**config.mk**
```make
export PLATFORM = sky130hd
export DESIGN_NAME = spike_window_collector_flat
export DESIGN_NICKNAME = d
export VERILOG_FILES = /design/src/rtl/spike_window_collector_if.sv /design/src/rtl/spike_window_collector.sv /design/src/flat_wrapper.sv
export SDC_FILE = /design/constraint.sdc
export NUM_CORES = 1
export LEC_CHECK = 0
export CAP_MARGIN = 15
export CORE_ASPECT_RATIO = 0.6
export CORE_MARGIN = 2
export CORE_UTILIZATION = 57
export CTS_BUF_LIST = sky130_fd_sc_hd__clkbuf_16
export CTS_CLUSTER_DIAMETER = 50
export DETAILED_ROUTE_END_ITERATION = 6
export GPL_TIMING_DRIVEN = 1
export PLACE_DENSITY = 0.78
export SYNTH_ARGS = -nofsm -noshare
export SYNTH_HDL_FRONTEND = slang
export SYNTH_SLANG_ARGS = --single-unit
```
**constraint.sdc**
```tcl
create_clock -name clk -period 3 [get_ports clk]
set_input_delay 0.3 -clock clk [delete_from_list [all_inputs] [get_ports clk]]
set_output_delay 0.3 -clock clk [all_outputs]
set_load 0.05 [all_outputs]
```
**src/rtl/spike_window_collector_if.sv**
```systemverilog
// Record stream from the spike window collector to readout/learning logic.
// The collector drives the master side; the consumer drives out_ready.
interface spike_window_collector_if #(
  parameter int CNT_W = 5,
  parameter int IDX_W = 4
);
  logic             out_valid;
  logic             out_ready;
  logic [CNT_W-1:0] out_count;
  logic [IDX_W-1:0] out_idx;

  modport master (output out_valid, output out_count, output out_idx, input out_ready);
  modport slave  (input out_valid, input out_count, input out_idx, output out_ready);
endinterface

```
**src/rtl/spike_window_collector.sv**
```systemverilog
// Counts refractory-filtered spikes over fixed windows of enabled cycles and
// queues one {window index, count} record per window in a small FIFO.
module spike_window_collector #(
  parameter int WINDOW  = 16,
  parameter int CNT_W   = 5,
  parameter int REFRACT = 1,
  parameter int DEPTH   = 4,
  parameter int IDX_W   = 4,
  localparam int LVL_W  = $clog2(DEPTH + 1)
) (
  input  logic                     clk,
  input  logic                     reset,
  input  logic                     en,
  input  logic                     spike_in,
  input  logic                     clr_ovf,
  spike_window_collector_if.master rec,
  output logic [LVL_W-1:0]         fifo_level,
  output logic                     ovf
);
  localparam int TMR_W = $clog2(WINDOW);
  localparam int REF_W = (REFRACT > 0) ? $clog2(REFRACT + 1) : 1;
  localparam int PTR_W = $clog2(DEPTH);
  localparam int REC_W = IDX_W + CNT_W;
  localparam logic [TMR_W-1:0] TMR_LAST = TMR_W'(WINDOW - 1);
  localparam logic [REF_W-1:0] REF_LOAD = REF_W'(REFRACT);
  localparam logic [CNT_W-1:0] CNT_MAX  = '1;
  localparam logic [PTR_W-1:0] PTR_LAST = PTR_W'(DEPTH - 1);
  localparam logic [LVL_W-1:0] LVL_FULL = LVL_W'(DEPTH);

  logic [TMR_W-1:0] timer_reg, timer_next;
  logic [REF_W-1:0] refr_reg, refr_next;
  logic [CNT_W-1:0] count_reg, count_next;
  logic [IDX_W-1:0] idx_reg, idx_next;
  logic [PTR_W-1:0] wr_ptr_reg, wr_ptr_next;
  logic [PTR_W-1:0] rd_ptr_reg, rd_ptr_next;
  logic [LVL_W-1:0] level_reg, level_next;
  logic             ovf_reg, ovf_next;

  logic [REC_W-1:0] mem [DEPTH];
  logic [REC_W-1:0] head;

  logic             accept, window_end, head_valid, full, pop, push, drop;
  logic [CNT_W-1:0] count_sum;

  always_comb begin
    accept     = en & spike_in & (refr_reg == '0);
    count_sum  = (count_reg == CNT_MAX) ? CNT_MAX : count_reg + CNT_W'(accept);
    window_end = en & (timer_reg == TMR_LAST);
    head_valid = (level_reg != '0);
    full       = (level_reg == LVL_FULL);
    pop        = head_valid & rec.out_ready;
    // A pop in the same cycle frees a slot, so a full FIFO still accepts the push.
    push       = window_end & (~full | pop);
    drop       = window_end & full & ~pop;

    timer_next  = timer_reg;
    refr_next   = refr_reg;
    count_next  = count_reg;
    idx_next    = idx_reg;
    wr_ptr_next = wr_ptr_reg;
    rd_ptr_next = rd_ptr_reg;
    level_next  = level_reg;
    ovf_next    = ovf_reg;

    if (accept) begin
      refr_next = REF_LOAD;
    end else if (en && refr_reg != '0) begin
      refr_next = refr_reg - REF_W'(1);
    end

    if (en) begin
      timer_next = window_end ? '0 : timer_reg + TMR_W'(1);
      count_next = window_end ? '0 : count_sum;
    end

    // Index advances even on a dropped record so the gap is visible downstream.
    if (window_end) begin
      idx_next = idx_reg + IDX_W'(1);
    end

    if (push) begin
      wr_ptr_next = (wr_ptr_reg == PTR_LAST) ? '0 : wr_ptr_reg + PTR_W'(1);
    end
    if (pop) begin
      rd_ptr_next = (rd_ptr_reg == PTR_LAST) ? '0 : rd_ptr_reg + PTR_W'(1);
    end

    case ({push, pop})
      2'b10:   level_next = level_reg + LVL_W'(1);
      2'b01:   level_next = level_reg - LVL_W'(1);
      default: level_next = level_reg;
    endcase

    if (drop) begin
      ovf_next = 1'b1;
    end else if (clr_ovf) begin
      ovf_next = 1'b0;
    end
  end

  always_ff @(posedge clk) begin
    if (reset) begin
      timer_reg  <= '0;
      refr_reg   <= '0;
      count_reg  <= '0;
      idx_reg    <= '0;
      wr_ptr_reg <= '0;
      rd_ptr_reg <= '0;
      level_reg  <= '0;
      ovf_reg    <= 1'b0;
    end else begin
      timer_reg  <= timer_next;
      refr_reg   <= refr_next;
      count_reg  <= count_next;
      idx_reg    <= idx_next;
      wr_ptr_reg <= wr_ptr_next;
      rd_ptr_reg <= rd_ptr_next;
      level_reg  <= level_next;
      ovf_reg    <= ovf_next;
    end
  end

  // Storage needs no reset: outputs are masked whenever the FIFO is empty.
  always_ff @(posedge clk) begin
    if (push && !reset) begin
      mem[wr_ptr_reg] <= {idx_reg, count_sum};
    end
  end

  assign head          = mem[rd_ptr_reg];
  assign rec.out_valid = head_valid;
  assign rec.out_count = head_valid ? head[CNT_W-1:0] : '0;
  assign rec.out_idx   = head_valid ? head[REC_W-1:CNT_W] : '0;
  assign fifo_level    = level_reg;
  assign ovf           = ovf_reg;
endmodule
```
**src/flat_wrapper.sv**
```systemverilog
// flat-port wrapper written by rule: the top's interface ports become plain ports
module spike_window_collector_flat 
#(
  parameter int WINDOW  = 16,
  parameter int CNT_W   = 5,
  parameter int REFRACT = 1,
  parameter int DEPTH   = 4,
  parameter int IDX_W   = 4,
  localparam int LVL_W  = $clog2(DEPTH + 1)
)
  (clk, reset, en, spike_in, clr_ovf, fifo_level, ovf, rec_out_valid, rec_out_count, rec_out_idx, rec_out_ready);
  spike_window_collector_if #(.CNT_W(CNT_W), .IDX_W(IDX_W)) rec_i ();
  input  logic clk;
  input  logic reset;
  input  logic en;
  input  logic spike_in;
  input  logic clr_ovf;
  output logic [LVL_W-1:0] fifo_level;
  output logic ovf;
  output wire logic [$bits(rec_i.out_valid)-1:0] rec_out_valid;
  output wire logic [$bits(rec_i.out_count)-1:0] rec_out_count;
  output wire logic [$bits(rec_i.out_idx)-1:0] rec_out_idx;
  input wire logic [$bits(rec_i.out_ready)-1:0] rec_out_ready;
  assign rec_out_valid = rec_i.out_valid;
  assign rec_out_count = rec_i.out_count;
  assign rec_out_idx = rec_i.out_idx;
  assign rec_i.out_ready = rec_out_ready;
  spike_window_collector #(.WINDOW(WINDOW), .CNT_W(CNT_W), .REFRACT(REFRACT), .DEPTH(DEPTH), .IDX_W(IDX_W)) u_core (.clk(clk), .reset(reset), .en(en), .spike_in(spike_in), .clr_ovf(clr_ovf), .rec(rec_i), .fifo_level(fifo_level), .ovf(ovf));
endmodule
```
* Word-level counts from Yosys, hierarchy flattened
Memories as Yosys holds them, arrays and structs flattened. A register that Yosys moved wholly into a read port is not among the register bits.
Index checks and enable logic that the tools add are counted.
** Cells by class
- Equal/unequal tests :: 7
- Reductions and logical operators :: 7
- Mux-type cells :: 16
- Add/sub/neg operators :: 8
- Bitwise logic cells :: 11
** Operators by type and width (count)
- $mux W5 :: 3
- $add A4 B1 Y4 const B :: 2
- $mux W2 :: 4
- $mux W4 :: 2
- $and A1 B1 Y1 :: 7
- $eq A2 B2 Y1 const B :: 3
- $mux W1 :: 6
- $pmux W3 S2 :: 1
- $reduce_bool A2 Y1 :: 3
- $add A5 B1 Y5 :: 1
- $eq A5 B5 Y1 const B :: 1
- $add A2 B1 Y2 const B :: 2
- $eq A4 B4 Y1 const B :: 1
- $add A3 B1 Y3 const B :: 1
- $eq A3 B3 Y1 const B :: 1
- $not A1 Y1 :: 3
- $reduce_bool A3 Y1 :: 1
- $sub A3 B1 Y3 const B :: 1
- $eq A2 B1 Y1 const B :: 1
- $logic_and A1 B1 Y1 :: 2
- $logic_not A1 Y1 :: 1
- $or A1 B1 Y1 :: 1
- $sub A1 B1 Y1 const B :: 1
** Storage, ports and cells
- Logic and storage cells :: 58
- Output and inout port bits :: 14
- Flip-flop bits (word level) :: 22
- Memories :: 1
- Memory bits (writable) :: 36
- Input port bits :: 6
** Memory list
- u_core.mem :: words 4, bits a word 9, rd ports 1, clocked after memory_dff 1, write ports 1, line spike_window_collector.sv:39 : logic [REC_W-1:0] mem [DEPTH];

* Depth between registers and ports, before layout
- Depth in word-level cells :: 7
- Depth in mapped cells :: 10
- Gate-level depth less buffers :: 9

* Worst setup path after synthesis
Ideal clock, no wire load.
- Path type :: reg2reg
- From :: register u_core.level_reg[2], in the netlist u_core.fifo_level[2]
- To :: register u_core.level_reg[2], in the netlist u_core.fifo_level[2]
- Clock period less this slack :: 2.409 ns
- Setup slack :: 0.591 ns
- Path buffers :: 0
- Cell stages (with the launch flop) :: 9
- Arrival time :: 2.339 ns
- Required time :: 2.929 ns
- Setup time :: 0.071 ns
- Cells stage by stage :: dfxtp_1 -> nor4b_4 -> nand2b_1 -> ha_1 -> inv_1 -> fa_1 -> xor2_1 -> or3_1 -> a21oi_1
** Between the ends
- Longest elaborated chain between the ends :: 6
- Elaborated cells on any way between the ends :: 12
- Those cells by class :: add/sub: 2; eq/ne: 3; mux: 1; bitwise: 4; reduce/logical: 2
** RTL lines
- start, declared :: line spike_window_collector.sv:36 : logic [LVL_W-1:0] level_reg, level_next;
- start signal, assigned :: line spike_window_collector.sv:118 : level_reg <= level_next;
- $reduce_bool A3 Y1 / $eq A3 B3 Y1 (equally long branches) :: line spike_window_collector.sv:49, spike_window_collector.sv:50
- $and A1 B1 Y1 / $not A1 Y1 (equally long branches) :: line spike_window_collector.sv:51, spike_window_collector.sv:53
- $or A1 B1 Y1 :: line spike_window_collector.sv:53 : push = window_end & (~full | pop);
- $and A1 B1 Y1 :: line spike_window_collector.sv:53
- $eq A2 B1 Y1 / $eq A2 B2 Y1 (equally long branches) :: line spike_window_collector.sv:88 : case ({push, pop})
- $pmux W3 S2 / $reduce_bool A2 Y1 (equally long branches)
Parallel ways exist; a longest one is shown, timed or not.
A chain may end at the register's enable or synchronous reset.

* Final worst setup path
- From :: register u_core.level_reg[0], in the netlist u_core.fifo_level[0]
- To :: output port rec_out_count[2]
** Between the ends
- Longest elaborated chain between the ends :: 2
** RTL lines
- $reduce_bool A3 Y1 :: line spike_window_collector.sv:49 : head_valid = (level_reg != '0);
- $mux W5 :: line spike_window_collector.sv:132 : assign rec.out_count = head_valid ? head[CNT_W-1:0] : '0;
- end, declared :: line flat_wrapper.sv:21 : output wire logic [$bits(rec_i.out_count)-1:0] rec_out_count;
Every way passes these cells.

==> impl_metrics.toml <==
[run_status]
run_status = "finished, final reports clean"

[power_and_ir_drop]
powerDensity_mw_per_mm2 = 596
p_total_mw = 1.86
power_leakage_nw = 1.21
vdd_drop_max_mv = 0.493

[sta]
skew_ps = 3.94
tightest_slew_ps = 570
finalSetupViolCount = 0
fmax_mhz = 376
slew_violations = 0
fin_crit_ps = 2660
hold_viol = 0
fin_setup_tns_ps = 0
relSlewSlack_pct = 62.0
post-route-period-util_pct = 88.7
rsz0062_at_grt = "false"

[worst_setup_path]
critPathSlowestCell = "clkdlybuf4s50_1"
cp_max_fo = 7
path_buf_inv = 2
required_ps = 2700
start_kind = "flop"
crit_family = "buffers and inverters"
worstPathCellList = "nor3_1, buf_2, and2b_1, clkdlybuf4s50_1"
cp.arrival_ps = 2360
crit_path_end_kind = "output pin"
slowest_delay_ps = 700
crit_type = "flop to output pin"

[place]
routabilityCongestion = 0.847
io_buffers = 19
hpwl_um = 3390

[synth]
synth_nets = 212
synthArstFlopShare_pct = 0
syn_avg_cell_area_um2 = 13.2
synth-edff-count = 36
ys_seq_area_share_pct = 60.6
yosysWarnings = 0
synth_area_mm2 = 0.00258
ys_ff_latch = 60
syn_inst = 195
ys.flop_type = "edfxtp_1"
ys_types = 39

[global_routing]
grt_max_degree = 22
grt_overflow = 0
grt_pass1_wl_um = 8280
grt_usage_pct = 22.4
antenna_found_initial = 0
grt_pass1_vias = 1683

[drt]
post_drt_wl_per_cell_um = 18.0
routedLengthMet1_um = 2100
wl_met2_um = 2750
vias = 1646
wl_met3_um = 231
ant_nets = 0
drtIter0Drc = 80
wl_um = 5190
route.detailed.drc = 0
top_layer = "met4"
first_pass_iters = 4
viasPerCell = 5.72

[final_layout]
final_cell_mix = "edfxtp_1, dfxtp_1, clkdlybuf4s50_1, inv_1, a21oi_1"
fill_cells = 287
layout_commonest_cell = "edfxtp_1"
drive_above_1_share_pct = 11.8
nets = 240
syn2layout_area_growth_pct = 21.3
diodes = 0
largest_register_ffs = 36

[clocking]
cts_buffers = 9
ctsHoldBuffers = 0
clk_path_buf_depth = 2
cts_setup_buffers = 0
root_buffer = "clkbuf_16"
clk_latency_ps = 320
cts_resized = 0
cts_tree = "yes"
cts_htree_levels = 3
clkSlewWorstSetupHoldPaths_ps = 50
clock-sinks = 60

[run]
drv_cap = 0

[die]
core_area_mm2 = 0.00423
rows = 18
start_util_pct = 60.9
fp.dieH_um = 56.1
dieArea_mm2 = 0.00509
die_w_um = 90.8
io_pins = 20

[worst_hold_path]
min_path_type = "flop to flop"
-- worst paths after layout --
kind,endpoint,cells past startpoint,start,slack [ps]
max,rec_out_count[2],4,u_core.fifo_level[0]$_SDFFE_PP0P_,340
min,u_core.refr_reg$_SDFFE_PP0P_,2,u_core.refr_reg$_SDFFE_PP0P_,490
max reg2reg,u_core.fifo_level[2]$_SDFFE_PP0P_,9,u_core.timer_reg[0]$_SDFFE_PP0P_,640
min reg2reg,u_core.refr_reg$_SDFFE_PP0P_,2,u_core.refr_reg$_SDFFE_PP0P_,490
-- layout make-up --
type | instances | area (µm²) | area share, %
well taps | 60 | 75.1 | 2.40
multi-input cells | 114 | 933 | 29.9
clock inverters | 7 | 53.8 | 1.72
repair buffers | 24 | 225 | 7.20
flip-flops and latches | 60 | 1560 | 49.9
clock buffers | 9 | 225 | 7.20
inverters | 14 | 52.6 | 1.68
-- synth_stat cells, types with 2 or more instances --
cell type | instances | area (µm²)
o32ai_1 | 3 | 26.3
and4_1 | 2 | 17.5
or3_1 | 4 | 25.0
mux2i_1 | 2 | 20.0
clkbuf_1 | 4 | 15.0
inv_1 | 14 | 52.6
xor2_1 | 3 | 26.3
a21oi_1 | 15 | 75.1
nor3_1 | 3 | 15.0
buf_2 | 3 | 15.0
nand2_1 | 8 | 30.0
mux4_2 | 9 | 203
ha_1 | 10 | 125
a41oi_1 | 2 | 17.5
nand3_1 | 3 | 15.0
dfxtp_1 | 24 | 480
and2_1 | 5 | 31.3
edfxtp_1 | 36 | 1080
and2b_1 | 6 | 45.0
o21ai_0 | 6 | 30.0
nor2_1 | 12 | 45.0
nor2b_1 | 4 | 25.0
-- layer usage --
metal  global-route usage [%]  vias to the layer above
met5                        0                        -
met1                     24.5                      815
met4                     10.6                        0
met3                     7.32                       12
li1                         -                      778
met2                     40.1                       41
-- report_power, final --
| part | total [mW] | internal [mW] | switching (mW) | leakage, nW |
|---|---|---|---|---|
| Clock | 0.951 | 0.624 | 0.327 | 0.152 |
| Sequential | 0.877 | 0.872 | 0.00447 | 0.579 |
| Combinational | 0.0349 | 0.0144 | 0.0205 | 0.482 |
| Total | 1.86 | 1.51 | 0.352 | 1.21 |
-- metrics by stage --
step | hold slack, ps | instances | setup WS (ps) | cell area (µm²) | util (%)
after floorplan | 451 | 195 | 591 | 2580 | -
after global placement | 467 | 271 | 421 | 2840 | 67.1
after detailed placement | 478 | 271 | 385 | 2840 | 67.1
after CTS | 493 | 287 | 21.9 | 3120 | 73.7
after global routing | 522 | 288 | 228 | 3130 | 73.8
final | 495 | 288 | 340 | 3130 | 73.8
-- worst min-delay path: stages (launching register included) --
cell	delay, ps
dfxtp_1	320
a21oi_1	60
nor2_1	70
-- cells by family (layout without fill, tap and decap cells) --
logic type	Yosys count	count (layout)	synth area share (%)
flops	60	60	60.6
xor+xnor	4	4	1.36
mux	11	11	8.64
fa+ha+maj	11	11	5.63
compound gates	33	33	8.06
simple gates	55	55	12.5
buf+inv	21	54	3.20
No activity file was read; power rests on OpenSTA's default activity.
